===== src/rtl/tone_arb_pkg.sv =====
// Shared definitions for the piezo tone arbiter.
//   TONE_W / TICKS_W : widths of tone periods and effect durations
//   SRC_*            : encodings reported on active_src
//   state_e          : arbiter FSM states
package tone_arb_pkg;

    localparam int TONE_W  = 24;
    localparam int TICKS_W = 16;

    localparam logic [1:0] SRC_STREAM = 2'd0;
    localparam logic [1:0] SRC_CLICK  = 2'd1;
    localparam logic [1:0] SRC_BEEP   = 2'd2;
    localparam logic [1:0] SRC_GAP    = 2'd3;

    typedef enum logic [1:0] {
        ST_STREAM = 2'd0,
        ST_PLAY   = 2'd1,
        ST_GAP    = 2'd2
    } state_e;

endpackage


===== src/rtl/tone_tick_gen.sv =====
// Duration prescaler: a one-cycle tick every TICK_CYCLES clocks.
//   clk, rst  : clock, asynchronous active-low reset
//   restart   : synchronous; the next cycle begins a fresh full interval
//   tick      : high for one cycle at the end of each interval
module tone_tick_gen #(
    parameter int TICK_CYCLES = 33000
) (
    input  logic clk,
    input  logic rst,
    input  logic restart,
    output logic tick
);

    localparam int CNT_W = (TICK_CYCLES > 1) ? $clog2(TICK_CYCLES) : 1;
    localparam logic [CNT_W-1:0] CNT_LAST = CNT_W'(TICK_CYCLES - 1);

    logic [CNT_W-1:0] cnt_q, cnt_d;

    assign tick = (cnt_q == CNT_LAST);

    always_comb begin
        if (restart || tick) cnt_d = '0;
        else                 cnt_d = cnt_q + CNT_W'(1);
    end

    // NOTE: sequential state uses non-blocking assignments so every register
    // samples the pre-edge values, independent of process ordering.
    always_ff @(posedge clk or negedge rst) begin
        if (!rst) cnt_q <= '0;
        else      cnt_q <= cnt_d;
    end

endmodule


===== src/rtl/tone_arbiter.sv =====
// Arbitrates the piezo tone generator between the music stream and two
// one-shot effects (bit 0 = click, bit 1 = beep; the beep wins).
//   clk, rst                  : clock, asynchronous active-low reset
//   stream_valid, stream_tone : music stream note (tone 0 = rest)
//   fx_start                  : one-cycle start pulses per effect
//   fx_tone, fx_ticks         : per-effect tone / duration, bit 1 in the upper half
//   mute                      : silences tone_enable, timing unaffected
//   tone, tone_enable         : registered drive to tone_generator
//   active_src                : 0 stream, 1 click, 2 beep, 3 gap
//   fx_busy                   : effect playing, in its gap, or pending
//   fx_done                   : one-cycle pulse when an effect ends normally
module tone_arbiter
    import tone_arb_pkg::*;
#(
    parameter int TICK_CYCLES = 33000,
    parameter int GAP_TICKS   = 2
) (
    input  logic                 clk,
    input  logic                 rst,
    input  logic                 stream_valid,
    input  logic [TONE_W-1:0]    stream_tone,
    input  logic [1:0]           fx_start,
    input  logic [2*TONE_W-1:0]  fx_tone,
    input  logic [2*TICKS_W-1:0] fx_ticks,
    input  logic                 mute,
    output logic [TONE_W-1:0]    tone,
    output logic                 tone_enable,
    output logic [1:0]           active_src,
    output logic                 fx_busy,
    output logic [1:0]           fx_done
);

    localparam logic [TICKS_W-1:0] GAP_LOAD = TICKS_W'(GAP_TICKS);

    state_e                       state_q, state_d;
    logic                         cur_q, cur_d;            // playing channel
    logic [TONE_W-1:0]            cur_tone_q, cur_tone_d;
    logic [TICKS_W-1:0]           cnt_q, cnt_d;            // ticks left in PLAY or GAP
    logic [1:0]                   pend_q, pend_d;
    logic [1:0][TONE_W-1:0]       lat_tone_q, lat_tone_d;
    logic [1:0][TICKS_W-1:0]      lat_ticks_q, lat_ticks_d;

    logic [TONE_W-1:0]            tone_q, tone_d;
    logic                         en_q, en_d;
    logic [1:0]                   src_q, src_d;
    logic                         busy_q, busy_d;
    logic [1:0]                   done_q, done_d;

    logic                         tick, restart;
    logic [1:0]                   vs;         // starts with a non-zero duration
    logic [1:0]                   pend_eff;   // pending bits including this cycle's starts
    logic [1:0][TONE_W-1:0]       tone_eff;
    logic [1:0][TICKS_W-1:0]      ticks_eff;
    logic                         launch, launch_ch;

    tone_tick_gen #(.TICK_CYCLES(TICK_CYCLES)) u_tick (
        .clk     (clk),
        .rst     (rst),
        .restart (restart),
        .tick    (tick)
    );

    // Next-state logic. A start is folded into pending/latched data in the
    // same cycle so it can launch immediately (one-cycle start latency).
    always_comb begin
        // NOTE: every combinational output gets a default first; a path that
        // leaves one unassigned would infer a latch.
        vs        = fx_start & {|fx_ticks[2*TICKS_W-1:TICKS_W], |fx_ticks[TICKS_W-1:0]};
        pend_eff  = pend_q | vs;
        for (int i = 0; i < 2; i++) begin
            tone_eff[i]  = vs[i] ? fx_tone[i*TONE_W +: TONE_W]    : lat_tone_q[i];
            ticks_eff[i] = vs[i] ? fx_ticks[i*TICKS_W +: TICKS_W] : lat_ticks_q[i];
        end

        state_d     = state_q;
        cur_d       = cur_q;
        cur_tone_d  = cur_tone_q;
        cnt_d       = cnt_q;
        pend_d      = pend_eff;
        lat_tone_d  = tone_eff;
        lat_ticks_d = ticks_eff;
        done_d      = 2'b00;
        restart     = 1'b0;
        launch      = 1'b0;
        launch_ch   = pend_eff[1];

        unique case (state_q)
            ST_STREAM: launch = |pend_eff;
            ST_PLAY: begin
                if (vs[1] && !cur_q) begin
                    launch = 1'b1;                  // beep preempts click, click is dropped
                end else if (vs[cur_q]) begin
                    launch    = 1'b1;               // retrigger of the playing channel
                    launch_ch = cur_q;
                end else if (tick) begin
                    if (cnt_q == TICKS_W'(1)) begin
                        done_d[cur_q] = 1'b1;
                        if (GAP_TICKS == 0) begin
                            launch  = |pend_eff;
                            state_d = ST_STREAM;
                        end else begin
                            state_d = ST_GAP;
                            cnt_d   = GAP_LOAD;
                            restart = 1'b1;
                        end
                    end else begin
                        cnt_d = cnt_q - TICKS_W'(1);
                    end
                end
            end
            ST_GAP: begin
                if (tick) begin
                    if (cnt_q == TICKS_W'(1)) begin
                        launch  = |pend_eff;
                        state_d = ST_STREAM;
                    end else begin
                        cnt_d = cnt_q - TICKS_W'(1);
                    end
                end
            end
            default: state_d = ST_STREAM;
        endcase

        if (launch) begin
            state_d           = ST_PLAY;
            cur_d             = launch_ch;
            cur_tone_d        = tone_eff[launch_ch];
            cnt_d             = ticks_eff[launch_ch];
            pend_d[launch_ch] = 1'b0;
            restart           = 1'b1;
        end
    end

    // Output logic, computed from the next state so the registered outputs
    // line up with the state they describe.
    always_comb begin
        tone_d = '0;
        en_d   = 1'b0;
        src_d  = SRC_GAP;
        busy_d = (state_d != ST_STREAM) || (|pend_d);
        unique case (state_d)
            ST_STREAM: begin
                tone_d = stream_valid ? stream_tone : '0;
                en_d   = stream_valid && (|stream_tone) && !mute;
                src_d  = SRC_STREAM;
            end
            ST_PLAY: begin
                tone_d = cur_tone_d;
                en_d   = !mute;
                src_d  = cur_d ? SRC_BEEP : SRC_CLICK;
            end
            default: ;
        endcase
    end

    // State register. NOTE: the latched effect tone/ticks are reset too; they
    // are only a few flops, and it keeps simulation free of X after reset.
    always_ff @(posedge clk or negedge rst) begin
        if (!rst) begin
            state_q     <= ST_STREAM;
            cur_q       <= 1'b0;
            cur_tone_q  <= '0;
            cnt_q       <= '0;
            pend_q      <= 2'b00;
            lat_tone_q  <= '0;
            lat_ticks_q <= '0;
            tone_q      <= '0;
            en_q        <= 1'b0;
            src_q       <= SRC_STREAM;
            busy_q      <= 1'b0;
            done_q      <= 2'b00;
        end else begin
            state_q     <= state_d;
            cur_q       <= cur_d;
            cur_tone_q  <= cur_tone_d;
            cnt_q       <= cnt_d;
            pend_q      <= pend_d;
            lat_tone_q  <= lat_tone_d;
            lat_ticks_q <= lat_ticks_d;
            tone_q      <= tone_d;
            en_q        <= en_d;
            src_q       <= src_d;
            busy_q      <= busy_d;
            done_q      <= done_d;
        end
    end

    assign tone        = tone_q;
    assign tone_enable = en_q;
    assign active_src  = src_q;
    assign fx_busy     = busy_q;
    assign fx_done     = done_q;

endmodule


===== config.mk =====
export PLATFORM = sky130hd
export DESIGN_NAME = tone_arbiter
export DESIGN_NICKNAME = d
export VERILOG_FILES = /design/src/rtl/tone_arb_pkg.sv /design/src/rtl/tone_tick_gen.sv /design/src/rtl/tone_arbiter.sv
export SDC_FILE = /design/constraint.sdc
export NUM_CORES = 1
export LEC_CHECK = 0
export BUFFER_PORTS_ARGS = -buffer_cell sky130_fd_sc_hd__buf_2
export CAP_MARGIN = 40
export CORE_ASPECT_RATIO = 0.5
export CORE_MARGIN = 2
export CORE_UTILIZATION = 40
export DETAILED_ROUTE_END_ITERATION = 7
export GPL_TIMING_DRIVEN = 0
export MAX_ROUTING_LAYER = met4
export PLACE_DENSITY = 0.6
export RECOVER_POWER = 100
export SYNTH_ARGS = -nofsm -noshare
export SYNTH_HDL_FRONTEND = slang
export SYNTH_SLANG_ARGS = --single-unit
export TNS_END_PERCENT = 20

===== constraint.sdc =====
create_clock -name clk -period 3.78 [get_ports clk]
set_clock_uncertainty 0.15 [all_clocks]
set_input_delay 0.756 -clock clk [delete_from_list [all_inputs] [get_ports clk]]
set_output_delay 0.756 -clock clk [all_outputs]
set_load 0.02 [all_outputs]

Yosys cells after proc, flatten, opt, wreduce, memory -nomap -nowiden. Cells that the tools add are included.

Bits in registers: 171. Latch bits: 0. RAM bits: 0. Bits in read-only memories: 0. Bits of input ports: 110. Output and inout port bits: 30. Logic and storage cells: 112. Memories: 0.

Add/sub/neg operators: 2. Multiply operators: 0. Divide/modulo/power cells: 0. Magnitude comparators: 4. Eq/ne operators: 10. Shift operators: 0. Muxes and demuxes: 58. Bitwise gates (word level): 4. Reductions and logical operators: 19.

Operator list (number): $mux W16 (12); $mux W24 (6); $pmux W24 S2 (1); $pmux W16 S2 (1); $reduce_or A16 Y1 (2); $mux W2 (14); $reduce_or A24 Y1 (1); $mux W1 (18); $add A16 B1 Y16 const B (1); $eq A16 B1 Y1 const B (1); $eq A16 B16 Y1 const B (1); $sub A16 B1 Y16 const B (1); $ne A3 B3 Y1 const B (3); $ne A3 B2 Y1 const B (2); $pmux W2 S3 (1); $reduce_and A6 Y1 (1); $logic_and A1 B1 Y1 (5); $and A2 B2 Y2 (2); $eq A2 B1 Y1 const B (2); $logic_not A2 Y1 (2); $lt A1 B2 Y1 const B (2); $pmux W2 S2 (1); $reduce_or A2 Y1 (2); $pmux W1 S3 (1); 10 further kinds (14).

Longest topological paths before layout.
Word-level depth: 16. Mapped depth: 12. Gate-level depth less buffers: 9.

Hierarchy. A second synthesis with hierarchy kept.

Cells, all modules: 624. Area total of the unflattened synthesis: 7591.0 µm².

Modules (own cells, without submodules): tone_arbiter (times used 1, cells an instance 544, area an instance 6801.5 µm², seq. area each 3878.7 µm²); tone_tick_gen (times used 1, cells an instance 80, area an instance 789.5 µm², seq. area each 400.4 µm²).

Least setup slack after synthesis. OpenSTA, ideal clock, no wires.

Path type: input -> register. From: in fx_ticks[11]. To: reg cnt_q[3]. Library setup time: 0.080 ns. Data arrival time: 3.119 ns. Required time: 3.550 ns. Setup slack: 0.431 ns. Stages: 9. Path buffers: 2. Cell sequence: or4_1 -> o41a_1 -> buf_6 -> nor4_4 -> o21ai_1 -> and2_4 -> buf_6 -> or4_4 -> o211ai_2.

Longest elaborated chain between the ends: 10. Elaborated cells on any way between the ends: 25. Those cells by class: eq/ne (5); mux (14); bitwise (2); reduce/logical (4).

Ends and longest elaborated chain: start, declared (RTL line tone_arbiter.sv:24) `input logic [2*TICKS_W-1:0] fx_ticks,`; $reduce_or A16 Y1 (*) (RTL line tone_arbiter.sv:68) `vs = fx_start & {|fx_ticks[2*TICKS_W-1:TICKS_W], |fx_ticks[TICKS_W-1:0]};`; $and A2 B2 Y2 (*) (RTL line tone_arbiter.sv:68); branches (longest 8 deep; another with $reduce_and A6 Y1); end signal, assigned (RTL line tone_arbiter.sv:176) `cnt_q <= cnt_d;`; end, declared (RTL line tone_arbiter.sv:38) `logic [TICKS_W-1:0] cnt_q, cnt_d;`.

Mark *: on every way between the ends. The select of a mux whose other input is x is not followed. A chain may end at the register's enable or synchronous reset.

Worst setup path after layout.
From: in fx_ticks[16]. To: reg tone_q[15] (netlist: tone[15]).

Longest elaborated chain between the ends: 11. Elaborated cells on any way between the ends: 26. Those cells by class: eq/ne (1); mux (19); bitwise (2); reduce/logical (4).

Ends and longest elaborated chain: $reduce_or A16 Y1 (*) (RTL line tone_arbiter.sv:68); $and A2 B2 Y2 (*) (RTL line tone_arbiter.sv:68); $mux W1 (not written as such) (2 in series) (RTL line tone_arbiter.sv:92) `end else if (vs[cur_q]) begin`; $mux W1 (RTL line tone_arbiter.sv:92); $mux W1 (RTL line tone_arbiter.sv:90) `if (vs[1] && !cur_q) begin`; $mux W1 (RTL line tone_arbiter.sv:87) `unique case (state_q)`; $mux W24 (not written as such) (2 in series) (RTL line tone_arbiter.sv:127) `cur_tone_d = tone_eff[launch_ch];`; $mux W24 (RTL line tone_arbiter.sv:124) `if (launch) begin`; $pmux W24 S2 (*) (RTL line tone_arbiter.sv:141) `unique case (state_d)`; net tone_d[15] (RTL line tone_arbiter.sv:43) `logic [TONE_W-1:0] tone_q, tone_d;`; end signal, assigned (RTL line tone_arbiter.sv:180) `tone_q <= tone_d;`; end, declared (RTL line tone_arbiter.sv:43).

Mark *: on every way through the listed nets, which the timed path passes. The rest lies on a longest branch. The select of a mux whose other input is x is not followed.

==> results.sh <==
export IMPL_syn_area_um2=7720
export IMPL_cts_buffers=17
export IMPL_fill_cells=1744
export IMPL_io_pins=140
export IMPL_worstSkewPairLatency_ns=0.43
export IMPL_synthesis_nets=818
export IMPL_ctsHoldBuffers=0
export IMPL_async_reset_ff_share_pct=100
export IMPL_worst_path_max_fanout=10
export IMPL_grt_overflow_total=0
export IMPL_p_leak_nw=4.53
export IMPL_layout_common_cells="dfrtp_1 (171), nand2_1 (131), buf_2 (110), mux2i_1 (54), nor2_1 (53)"
export IMPL_yosys_warnings=0
export IMPL_maxCapViolations=1
export IMPL_finalHoldViolCount=0
export IMPL_slew_violations=58
export IMPL_clockBufferDepth=2
export IMPL_drtIter0Drc=364
export IMPL_viasPerCell=5.08
export IMPL_synth_cells=705
export IMPL_worst_slew_pin_slew_ns=2.71
export IMPL_multi_input_area_um2=3110
export IMPL_dr_pass1_iters=5
export IMPL_violations="max-capacitance violations, max-slew violations"
export IMPL_drcViolationCount=0
export IMPL_grt_pass1_vias=5734
export IMPL_gp_congestion=0.841
export IMPL_drt_wirelength_per_cell_um=17.0
export IMPL_wl_um=19400
export IMPL_final_common_cell="dfrtp_1"
export IMPL_vias=5787
export IMPL_hold_path_class="flop to flop"
export IMPL_ant_nets=0
export IMPL_start_util_pct=41.4
export IMPL_holdWs_ns=0.321
export IMPL_dieArea_um2=20500
export IMPL_nNetsFinal=977
export IMPL_syn2layout_area_growth_pct=20.6
export IMPL_fin_crit_sh_pct=95.5
export IMPL_grt_pass1_wl_um=30600
export IMPL_core_area_um2=18700
export IMPL_cts_sinks=171
export IMPL_rows=35
export IMPL_cp_slowest_cell="or4_1"
export IMPL_htree_levels=4
export IMPL_worstPathCellList="clkbuf_1, nor4_2, a41oi_1, clkbuf_1, or4_1, o22a_1, and3_1, buf_2, buf_6, a22o_1"
export IMPL_critPathLaunchType="input pin"
export IMPL_die_x_um=200
export IMPL_cpMostUsedCell="clkbuf_1"
export IMPL_dp_slack_ns=-0.482
export IMPL_grt_max_degree=115
export IMPL_crit_path_max_incr_delay_ns=0.65
export IMPL_arrival_ns=3.77
export IMPL_finish_utilization_pct=49.9
export IMPL_port_buffers=139
export IMPL_end_kind="flop"
export IMPL_ys_types=63
export IMPL_path_buf_inv=4
export IMPL_post_dp_hpwl_um=14100
export IMPL_yosysSeqAreaShare_pct=55.4
export IMPL_crit_family="simple AND/OR/NAND/NOR gates"
export IMPL_max_freq_ghz=0.277
export IMPL_vdd_drop_max_uv=345
export IMPL_synth_flop_cell="dfrtp_1"
export IMPL_rsz0062_at_grt="no"
export IMPL_slew_headroom_pct=-80.5
export IMPL_crit_type="input pin to flop"
export IMPL_hp_start="lat_tone_q[23]"
export IMPL_grt_usage_pct=20.0
export IMPL_drive_gt1_share_pct=21.2
export IMPL_fin_ws_ns=0.172
export IMPL_startpoint="fx_ticks[16]"
export IMPL_synth_seq_cells=171
export IMPL_die_y_um=102
export IMPL_clk_pin_slew_ns=0.06
export IMPL_rr_startpoint="cnt_q[8]"
export IMPL_syn_area_per_cell_um2=10.9
export IMPL_power_density_nw_per_um2=520
export IMPL_cts_root_buf="clkbuf_16"
export IMPL_setup_viol=0
export IMPL_cts_tree="done"
export IMPL_synth_edff_count=0
export IMPL_status="finished with violations"
export IMPL_final_seq_area_um2=4280
export IMPL_post_route_min_period_ns=3.61
export IMPL_worstPathRequired_ns=3.94
export IMPL_grt_antenna_before_repair=3
## worst min-delay path, delay by kind of cell (launching register included)
family,cells,cell delay [ns]
and+or+nand+nor,2,0.11
DFF,1,0.32
## through the flow
step	area [um^2]	cells	TNS [ns]	power, mW
detailed placement	8770	1104	-13.28	3.16
global placement	8740	1103	-168.58	3.14
CTS	9370	1136	0	4.92
finish	9310	1139	0	4.84
global route	9310	1139	0	5.08
floorplan	7720	705	0	2.82
## report_power, final
group | switching [mW] | internal, mW
Clock | 0.782 | 0.960
Sequential | 0.120 | 2.09
Combinational | 0.531 | 0.350
## per-layer routing
metal	vias to the layer above	track usage, %	routed length [um]
met4	0	6.15	184
met3	18	3.86	836
met1	2872	27.8	9520
li1	2767	-	-
met5	-	-	0
met2	130	29.9	8820
## synth_stat cells (all sizes together), types with 4 or more instances
master | instances | area share, %
and2 | 6 | 0.52
a21oi | 4 | 0.26
o211ai | 4 | 0.45
mux2i | 54 | 7.0
nor4 | 15 | 1.6
a221o | 9 | 1.2
buf | 18 | 1.9
clkbuf | 18 | 0.88
inv | 32 | 1.6
nor3 | 21 | 1.4
or4 | 8 | 0.92
nand2 | 132 | 6.5
a22o | 25 | 2.8
nor2 | 55 | 2.7
xor2 | 12 | 1.4
dfrtp | 171 | 55
mux2 | 40 | 5.8
o21ai | 17 | 1.1
nand3 | 10 | 0.65
and3 | 7 | 0.57
## final timing paths
kind / end / slack (ns) / cells past startpoint
worst max-delay path: tone[15] / 0.17 / 10
worst min-delay path: lat_tone_q[23] / 0.32 / 2
worst max register to register: tone[15] / 0.24 / 10
worst min register to register: lat_tone_q[23] / 0.32 / 2
max in group asynchronous: lat_ticks_q[19] / 0.64 / 2
min in group asynchronous: lat_tone_q[10] / 1.23 / 1
## repair_timing
item | CTS | global route
resized for setup | 1 | 1
endpoints found under the setup margin | 1 | 20
pin swaps | 0 | 0
buffers inserted | 0 | 0
## sequential cells by signal (all words and copies together) (netlist names)
name	count
cur_tone_q	24
u_tick.cnt_q	16
fx_busy	1
lat_tone_q	48
lat_ticks_q	32
cnt_q	16
cur_q	1
tone_enable	1
tone	24
active_src	2
state_q	2
fx_done	2
pend_q	2
## layout make-up
| cell class | instances | share of cell area [%] |
|---|---|---|
| Antenna cell | 3 | 0.0807 |
| Buffer | 36 | 2.18 |
| Clock buffer | 19 | 4.87 |
| Clock inverter | 13 | 1.41 |
| Inverter | 32 | 1.29 |
| Multi-Input combinational cell | 466 | 33.4 |
| Sequential cell | 171 | 46.0 |
| Tap cell | 259 | 3.48 |
| Timing Repair Buffer | 140 | 7.31 |
## kinds of logic (layout without fill, tap and decap cells)
kind of cell | Yosys count | in the layout | share of synthesized area [%]
and+or+nand+nor | 275 | 275 | 16.8
DFF | 171 | 171 | 55.4
muxes | 94 | 94 | 12.8
AOI/OAI and AO/OA | 80 | 80 | 8.51
buffers and inverters | 68 | 240 | 4.34
xor gates and xnor gates | 14 | 14 | 1.59
adders and majority gates | 3 | 3 | 0.486
other | 0 | 3 | 0
(Power assumes the default switching activity.)
